<file path="src/rtl/edge_period_meter.sv">
// Measures clock cycles between successive accepted edge pulses and presents each result on a valid/ready slot.
// Optional EDGE_PERIOD_DROP_COUNT_EN adds a saturating drop_count output alongside the sticky drop_flag.
module edge_period_meter #(
  parameter int WIDTH      = 16,
  parameter int MIN_PERIOD = 1
) (
  input  logic             clk,
  input  logic             rst,
  input  logic             edge_in,
  input  logic             period_ready,
  output logic             period_valid,
  output logic [WIDTH-1:0] period_data,
  output logic             period_ovf,
`ifdef EDGE_PERIOD_DROP_COUNT_EN
  output logic [7:0]       drop_count,
`endif
  output logic             drop_flag
);

  typedef enum logic {
    IDLE    = 1'b0,
    MEASURE = 1'b1
  } state_t;

  localparam logic [WIDTH-1:0] CNT_MAX = '1;
  localparam logic [WIDTH-1:0] CNT_ONE = WIDTH'(1);
  localparam logic [WIDTH-1:0] MIN_P   = WIDTH'(MIN_PERIOD);

  state_t           state;
  logic [WIDTH-1:0] counter;
  logic             ovf_pending;
  logic             slot_free;
  logic             accept;

  assign slot_free = !period_valid || period_ready;
  assign accept    = edge_in && ((counter >= MIN_P) || ovf_pending);

  always_ff @(posedge clk) begin
    if (rst) begin
      state        <= IDLE;
      counter      <= '0;
      ovf_pending  <= 1'b0;
      period_valid <= 1'b0;
      period_data  <= '0;
      period_ovf   <= 1'b0;
      drop_flag    <= 1'b0;
`ifdef EDGE_PERIOD_DROP_COUNT_EN
      drop_count   <= 8'd0;
`endif
    end else begin
      // A consumed result frees the slot; a new result this cycle overrides below.
      if (period_valid && period_ready)
        period_valid <= 1'b0;

      case (state)
        IDLE: begin
          if (edge_in) begin
            state   <= MEASURE;
            counter <= CNT_ONE;
          end
        end
        MEASURE: begin
          if (accept) begin
            counter     <= CNT_ONE;
            ovf_pending <= 1'b0;
            if (slot_free) begin
              period_valid <= 1'b1;
              period_data  <= ovf_pending ? CNT_MAX : counter;
              period_ovf   <= ovf_pending;
            end else begin
              drop_flag <= 1'b1;
`ifdef EDGE_PERIOD_DROP_COUNT_EN
              if (drop_count != 8'hFF)
                drop_count <= drop_count + 8'd1;
`endif
            end
          end else if (counter == CNT_MAX) begin
            // Counting past the all-ones value means the interval no longer fits.
            ovf_pending <= 1'b1;
          end else begin
            counter <= counter + CNT_ONE;
          end
        end
        default: state <= IDLE;
      endcase
    end
  end

endmodule

</file>
<file path="config.mk">
export PLATFORM = sky130hd
export DESIGN_NAME = edge_period_meter
export DESIGN_NICKNAME = d
export VERILOG_FILES = /design/src/rtl/edge_period_meter.sv
export SDC_FILE = /design/constraint.sdc
export NUM_CORES = 1
export LEC_CHECK = 0
export CORE_AREA = 2 2 70 72
export DETAILED_ROUTE_END_ITERATION = 10
export DIE_AREA = 0 0 72 74
export SYNTH_ARGS = -nofsm -noshare
export SYNTH_HDL_FRONTEND = slang
export SYNTH_SLANG_ARGS = --single-unit
</file>
<file path="constraint.sdc">
create_clock -name clk -period 2.3 [get_ports clk]
set_input_delay 0.46 -clock clk [delete_from_list [all_inputs] [get_ports clk]]
set_output_delay 0.46 -clock clk [all_outputs]
set_load 0.02 [all_outputs]
</file>
== Word-level counts from Yosys, hierarchy flattened ==
Cells that the tools add are included.
Widths: inputs -> output; s select.

* RAM bits: 0
* Input port bits: 4
* Bits in latches: 0
* Register bits after elaboration: 37
* Memories: 0
* Output and inout bits: 19
* Bits in read-only memories: 0
* Logic and storage cells: 37

* Multipliers: 0
* Reductions and logical operators: 10
* Eq/ne operators: 3
* $add $sub $neg: 1
* $lt $le $gt $ge: 1
* Div/mod/pow operators: 0
* Bitwise operators: 2
* Multiplexer cells: 13
* Shift-type cells: 0

{| class="wikitable"
|+ Operators with widths
! kind !! number
|-
| $mux 16 || 4
|-
| $pmux 16 s2 || 1
|-
| $add 16x1->16 const B || 1
|-
| $eq 16x16->1 const B || 1
|-
| $ge 16x1->1 const B || 1
|-
| $mux 1 || 8
|-
| $reduce_and 3->1 || 2
|-
| $reduce_and 2->1 || 2
|-
| $ne 3x3->1 const B || 1
|-
| $logic_and 1x1->1 || 2
|-
| $logic_or 1x1->1 || 2
|-
| $ne 2x2->1 const B || 1
|-
| $not 1->1 || 2
|-
| $reduce_bool 2->1 || 1
|-
| $logic_not 1->1 || 1
|}

== Logic depth before layout (Yosys ltp) ==
Gate-level depths: netlist (run 1).

* Depth in word-level cells: 5
* Mapped depth: 9
* Depth with buffers taken out: 7

== Least setup slack after synthesis (run 1) ==
Ideal clock, no wire load.

* Kind: register to register
* From: register counter[0]
* To: register period_data[2]
* Period minus slack after synthesis: 1.817 ns
* Path slack: 0.483 ns
* Arrival time: 1.731 ns
* Cell stages (with the launch flop): 8
* Setup time: 0.086 ns
* Path through: dfxtp_1 inv_1 ha_1 and4_1 a211oi_2 clkbuf_1 nor2_1 a211oi_1

* Cells in the longest elaborated chain, start to end: 4

{| class="wikitable"
|+ RTL lines
! item !! RTL line !! source
|-
| start: declaration || 30 || <nowiki>logic [WIDTH-1:0] counter;</nowiki>
|-
| start signal: assignment || 81 || <nowiki>counter <= counter + CNT_ONE;</nowiki>
|-
| $ge 16x1->1 || 36 || <nowiki>assign accept = edge_in && ((counter >= MIN_P) || ovf_pending);</nowiki>
|-
| $logic_or 1x1->1 || 36 ||
|-
| $logic_and 1x1->1 || 36 ||
|-
| $reduce_and 3->1 (no line) || -- ||
|-
| end signal: assignment || 68 || <nowiki>period_data <= ovf_pending ? CNT_MAX : counter;</nowiki>
|-
| end: declaration || 12 || <nowiki>output logic [WIDTH-1:0] period_data,</nowiki>
|}

Every way passes these cells.
A chain may end at the register's enable or synchronous reset.

== Worst setup path after layout (run 1) ==
* From: register counter[1]
* To: register counter[5]

* Cells in the longest elaborated chain, start to end: 5
* Elaborated cells on any way between the ends: 10
* Those cells by class: 1 x add/sub; 1 x order compare; 2 x eq/ne; 3 x mux; 3 x reduce/logical

{| class="wikitable"
|+ RTL lines
! item !! RTL line
|-
| $ge 16x1->1 || 36
|-
| $logic_or 1x1->1 || 36
|-
| $logic_and 1x1->1 || 36
|-
| $mux 16 / $ne 3x3->1 (equally long branches) || --
|-
| $pmux 16 s2 / $reduce_and 2->1 (equally long branches) || --
|}

Parallel ways exist; a longest one is shown, timed or not. The select of a mux whose other input is x is not followed.

==> results of run 1 <==
-- power by group through the flow --
stage / Sequential [W] / Combinational [W] / Clock (W)
final: 0.000681 / 0.000193 / 0.000664
after global routing: 0.000684 / 0.000215 / 0.000704
after CTS: 0.000681 / 0.000196 / 0.000678
after detailed placement: 0.000696 / 0.000195 / 0
after global placement: 0.000696 / 0.000193 / 0
after floorplan: 0.000717 / 0.000101 / 0
-- worst max path at each step --
| stage | start | endpoint | slack [ns] | cells past startpoint |
|---|---|---|---|---|
| detailed placement | edge_in | counter[5] | 0.11 | 5 |
| global route | counter[1] | counter[5] | 0.07 | 6 |
| global placement | edge_in | counter[5] | 0.17 | 5 |
| floorplan | counter[0] | period_data[2] | 0.48 | 7 |
| finish | counter[1] | counter[5] | 0.23 | 6 |
| CTS | counter[1] | counter[5] | 0.23 | 6 |
-- cell usage in the layout, fill, tap and decap left out, drive strengths merged --
cell type,instances
a2111oi,1
a211oi,19
a21bo,1
a21boi,1
a21oi,8
a31o,1
a31oi,1
a32oi,1
and3,3
and4,2
buf,11
bufinv,2
clkbuf,5
clkdlybuf4s50,22
clkinv,1
dfxtp,37
ha,3
inv,8
mux2i,11
nand2,15
nand2b,11
nand3,9
nand4,4
nand4b,1
nor2,43
nor2b,2
nor3,4
nor4,2
nor4b,1
o211a,1
o21ai,1
o21ba,2
o21bai,1
or4,3
xor2,2
-- kinds of logic (layout without fill, tap and decap cells) --
group,Yosys count,count (layout)
and+or+nand+nor,100,100
adders and majority gates,3,3
AOI/OAI and AO/OA,38,38
muxes,11,11
buffers and inverters,21,49
DFF,37,37
xor gates and xnor gates,2,2
-- routing by layer --
layer	up-vias	track usage	wire length [um]
li1	801	-	-
met1	690	0.219	1990
met2	29	0.243	1680
met3	9	0.0366	143
met4	0	0.0587	79
met5	-	0	0
-- worst max-delay path: cells and delay by family (launching register included) --
family                     cells  cell delay [ns]
AOI/OAI and AO/OA              2             0.49
DFF                            1             0.46
adders and majority gates      1             0.28
muxes                          1             0.14
and+or+nand+nor                2             0.58
-- layout make-up --
class | count | area, um^2 | area share
clock buffers | 5 | 68.8 | 0.0306
repair buffers | 33 | 328 | 0.146
multi-input cells | 154 | 952 | 0.423
well taps | 54 | 67.6 | 0.0300
flip-flops and latches | 37 | 741 | 0.329
inverters | 8 | 30.0 | 0.0133
clock inverters | 3 | 65.1 | 0.0289
-- cell usage after synthesis (all sizes together) --
library cell   n
or4            3
mux2i         11
nand2b        11
ha             3
a21boi         1
o21ai          1
inv            8
and4           2
nor4b          1
nand4          4
o21bai         1
a32oi          1
and3           3
a31oi          1
nand3          9
nor4           2
nor2b          2
a31o           1
a21oi          8
nor2          43
a2111oi        1
nor3           4
dfxtp         37
a21bo          1
xor2           2
o21ba          2
nand2         15
buf            6
a211oi        19
o211a          1
nand4b         1
clkbuf         7
-- sequential cells by signal (all words and copies together), names as in the netlist --
signal / count
counter: 16
drop_flag: 1
ovf_pending: 1
period_data: 16
period_ovf: 1
period_valid: 1
state: 1
-- per-stage QoR --
step / instances / util
after global placement: 286 / 0.461
after CTS: 294 / 0.490
after detailed placement: 286 / 0.461
final: 294 / 0.490
after floorplan: 212 / -
after global routing: 294 / 0.490
==> flow_summary.toml, run 1 <==
[synthesis]
synth_compound_area_frac = 0.165
synthTopCellsByArea = "dfxtp_1, nor2_1, a211oi_1, mux2i_1, nand2b_1"
ys_seq_area_frac = 0.415
ys_seq_elements = 37
yosysWarningCount = 0
synthMuxAreaShare = 0.0617
syn_area_um2 = 1790
synth_xor_area_frac = 0.00981
synth_top_area_cell = "dfxtp_1"
netlist.area_leader.share = 0.415
synth-simple-area-share = 0.271
synth_adder_area_share = 0.0210
synthCells = 212
synth_top_family_by_area = "simple AND/OR/NAND/NOR gates"
post_synth_num_cell_types = 36
synth_nets = 219
avgSynthCellArea_um2 = 8.42

[worst_setup_path]
regToRegStartpoint = "counter[1]"
crit_type = "reg2reg"
end_kind = "register"
reg2reg_setup_slack_ns = 0.23
reg2reg_depth = 6
startpoint_type = "register"
arrival_ns = 2.24
r2r_end = "counter[5]"
cpPeakStageDelay_ns = 0.48
crit_required_ns = 2.46
worstPathMaxFanout = 12
cpMaxStageDelayCell = "or4_1"
cp_cell_sequence = "ha_1 -> nand4_1 -> or4_1 -> o21bai_4 -> a2111oi_0 -> mux2i_1"

[pwr]
power.leakage_nw = 0.810
clkPwrFrac = 0.432
swShare = 0.232
power_density_nw_per_um2 = 683
power.total_w = 0.00154
p_seq_frac = 0.443
p_comb_frac = 0.126
power.switching_w = 0.000357
p_int_w = 0.00118
vdd_drop_max_uv = 228

[cells_and_area]
diodes = 0
num-fill-cells = 464
syn2layout_area_growth_pct = 26.1
fin_area_um2 = 2250
drive_gt1_frac = 0.113
fin_nets = 246

[sta]
rsz0062_at_grt = "false"
tns_ns = 0
maxSlewViolCount = 0
hold_violations = 0
min_period_ns = 2.07
fin_skew_ns = 0.00645
setup_viol = 0
fin_crit_sh = 0.902
maxSlewHeadroom = 0.668
worst_pin_slew_ns = 0.485
hold_slack_ns = 0.483
layout_setup_ws_ns = 0.226
fmax_mhz = 482

[placement]
port_buffers = 22
place_ws_ns = 0.110
gp_congestion = 0.861
hpwlAfterDp_um = 2890
placed_area_um2 = 2120

[worst_hold_path]
worstHoldStart = "drop_flag"
holdPathStages = 1
hold_end = "drop_flag"
hold_class = "reg2reg"

[cts]
cts_root_buffer = "clkbuf_8"
insertion_delay_ns = 0.29
htreeDepth = 2
tritoncts = "yes"
ctsLongestPathBuffers = 2
post_cts_buffers = 0
numCtsBuffers = 5
cts_resized = 0
clock-sinks = 37
path_clk_slew_ns = 0.07
ctsHoldBuffers = 0

[detailed_routing]
dr.pass1.iters = 4
vias = 1529
route.detailed.drc = 0
drtIter0Drc = 82
postRouteAntennaNets = 0
via_per_inst = 5.20
wl_um = 3900
wire_per_inst_um = 13.3

[floorplan]
initial_core_util = 0.388
std_cell_rows = 25
core_region_area_um2 = 4600
ios = 23
die_y_um = 74
die_x_um = 72
die_area_um2 = 5330

[global_route]
grt_pass1_vias = 1403
grt_usage = 0.158
grt_max_degree = 34
antenna_found_initial = 0
overflow = 0
grt_pass1_wl_um = 6620

[run_status]
status = "finished, final reports clean"

[flow_run]
drv_cap = 0
Note: power is estimated with default switching activity, not from simulation.
==> inputs of run 2 (changes only) <==
- CORE_AREA: 2 2 70 72 -> 5 5 73 75
- DIE_AREA: 0 0 72 74 -> 0 0 78 80
==> run 2 against run 1 <==
Against the previous run:
- design area stayed put
- hold slack worse by 0.0018 ns
- combinational power hardly changed
- clock power is 0.9% higher
- core utilization stayed put
- clock skew is 0.0015 ns lower
- highest routed layer unchanged
- power is 0.34% higher
- register-to-register slack better by 0.04 ns
- critical path depth stayed put
==> flow_summary.toml, run 2 (synthesized netlist as in run 1, its figures left out) <==
[placement]
port_buffers = 22
gp_congestion = 0.868
placed_cells = 286
placed_area_um2 = 2120
hpwlAfterDp_um = 2950

[cells_and_area]
syn2layout_area_growth_pct = 26.1
final_cells = 294
fin_nets = 246
reg_top3 = "counter x16, period_data x16"
drive_gt1_frac = 0.113
final_cell_mix = "nor2_1, dfxtp_1, clkdlybuf4s50_1"
num-fill-cells = 449
fin_area_um2 = 2250
diodes = 0
layout_commonest_cell = "nor2_1"

[detailed_routing]
dr.pass1.iters = 4
via_per_inst = 5.14
wire_per_inst_um = 13.6
vias = 1512
wl_um = 4010
postRouteAntennaNets = 0
drtIter0Drc = 65
route.detailed.drc = 0

[sta]
maxSlewViolCount = 0
maxSlewHeadroom = 0.663
worst_pin_slew_ns = 0.493
tns_ns = 0
hold_violations = 0
setup_viol = 0
fin_crit_sh = 0.886
fin_skew_ns = 0.00493
min_period_ns = 2.04
fmax_mhz = 491
rsz0062_at_grt = "false"

[floorplan]
die_area_um2 = 6240
std_cell_rows = 25
core_region_area_um2 = 4600
die_x_um = 78
initial_core_util = 0.388
die_y_um = 80
ios = 23

[worst_hold_path]
worstHoldStart = "drop_flag"
hold_class = "reg2reg"
holdPathStages = 1

[worst_setup_path]
startpoint_type = "register"
regToRegStartpoint = "counter[2]"
reg2reg_depth = 6
arrival_ns = 2.26
crit_type = "reg2reg"
timing.critical_path.from = "counter[2]"
end_kind = "register"
crit_required_ns = 2.52
worstPathMaxFanout = 15
reg2reg_setup_slack_ns = 0.26

[pwr]
vdd_drop_max_uv = 276
power_density_nw_per_um2 = 686
power.leakage_nw = 0.810
power.total_w = 0.00154

[cts]
tritoncts = "yes"
htreeDepth = 2
clock-sinks = 37
post_cts_buffers = 0
cts_root_buffer = "clkbuf_8"
ctsHoldBuffers = 0
path_clk_slew_ns = 0.07
numCtsBuffers = 5
cts_resized = 0
ctsLongestPathBuffers = 2
insertion_delay_ns = 0.29

[global_route]
antenna_found_initial = 0
grt_pass1_wl_um = 6930
grt_usage = 0.142
overflow = 0
grt_max_degree = 34
grt_pass1_vias = 1445

[run_status]
status = "finished, final reports clean"

[flow_run]
drv_cap = 0
-- run 2: cell counts in the layout (fill, tap and decap cells not counted) --
Identical to the previous run, type by type.
-- run 2: critical path: stages, from the launching register on --
cell	delay (ns)
dfxtp_1	0.37
or4_1	0.53
nor2_1	0.35
a31o_2	0.36
buf_12	0.18
nand2b_1	0.06
mux2i_1	0.12
-- run 2: stage by stage --
stage / setup WS (ns) / util / hold slack [ns]
3_3_place_gp: 0.169 / 0.461 / 0.466
6_report: 0.262 / 0.490 / 0.481
5_1_grt: 0.0392 / 0.490 / 0.510
4_1_cts: 0.242 / 0.490 / 0.486
3_5_place_dp: 0.146 / 0.461 / 0.468
2_1_floorplan: 0.483 / - / 0.476
-- run 2: cell type report --
cell class / instances / area, um^2 / area share
Clock buffer: 5 / 68.8 / 0.0306
Clock inverter: 3 / 65.1 / 0.0289
Inverter: 8 / 30.0 / 0.0133
Multi-Input combinational cell: 154 / 952 / 0.423
Sequential cell: 37 / 741 / 0.329
Tap cell: 54 / 67.6 / 0.0300
Timing Repair Buffer: 33 / 328 / 0.146
-- run 2: worst paths after layout --
check,endpoint
max,counter[3]
min,drop_flag
max reg2reg,counter[3]
min reg2reg,drop_flag
-- run 2: power breakdown --
part | switching (W) | internal, W | total, W | leakage, nW
Combinational | 0.000107 | 0.0000872 | 0.000194 | 0.442
Clock | 0.000239 | 0.000431 | 0.000670 | 0.0681
Sequential | 0.0000165 | 0.000664 | 0.000680 | 0.300
Total | 0.000362 | 0.00118 | 0.00154 | 0.810
-- run 2: per-layer routing --
layer | wire length [um] | part of all wire | global-route usage
met1 | 1940 | 0.48 | 0.191
met2 | 1750 | 0.44 | 0.210
met3 | 226 | 0.056 | 0.0395
met4 | 93 | 0.023 | 0.0625
met5 | 0 | 0 | 0
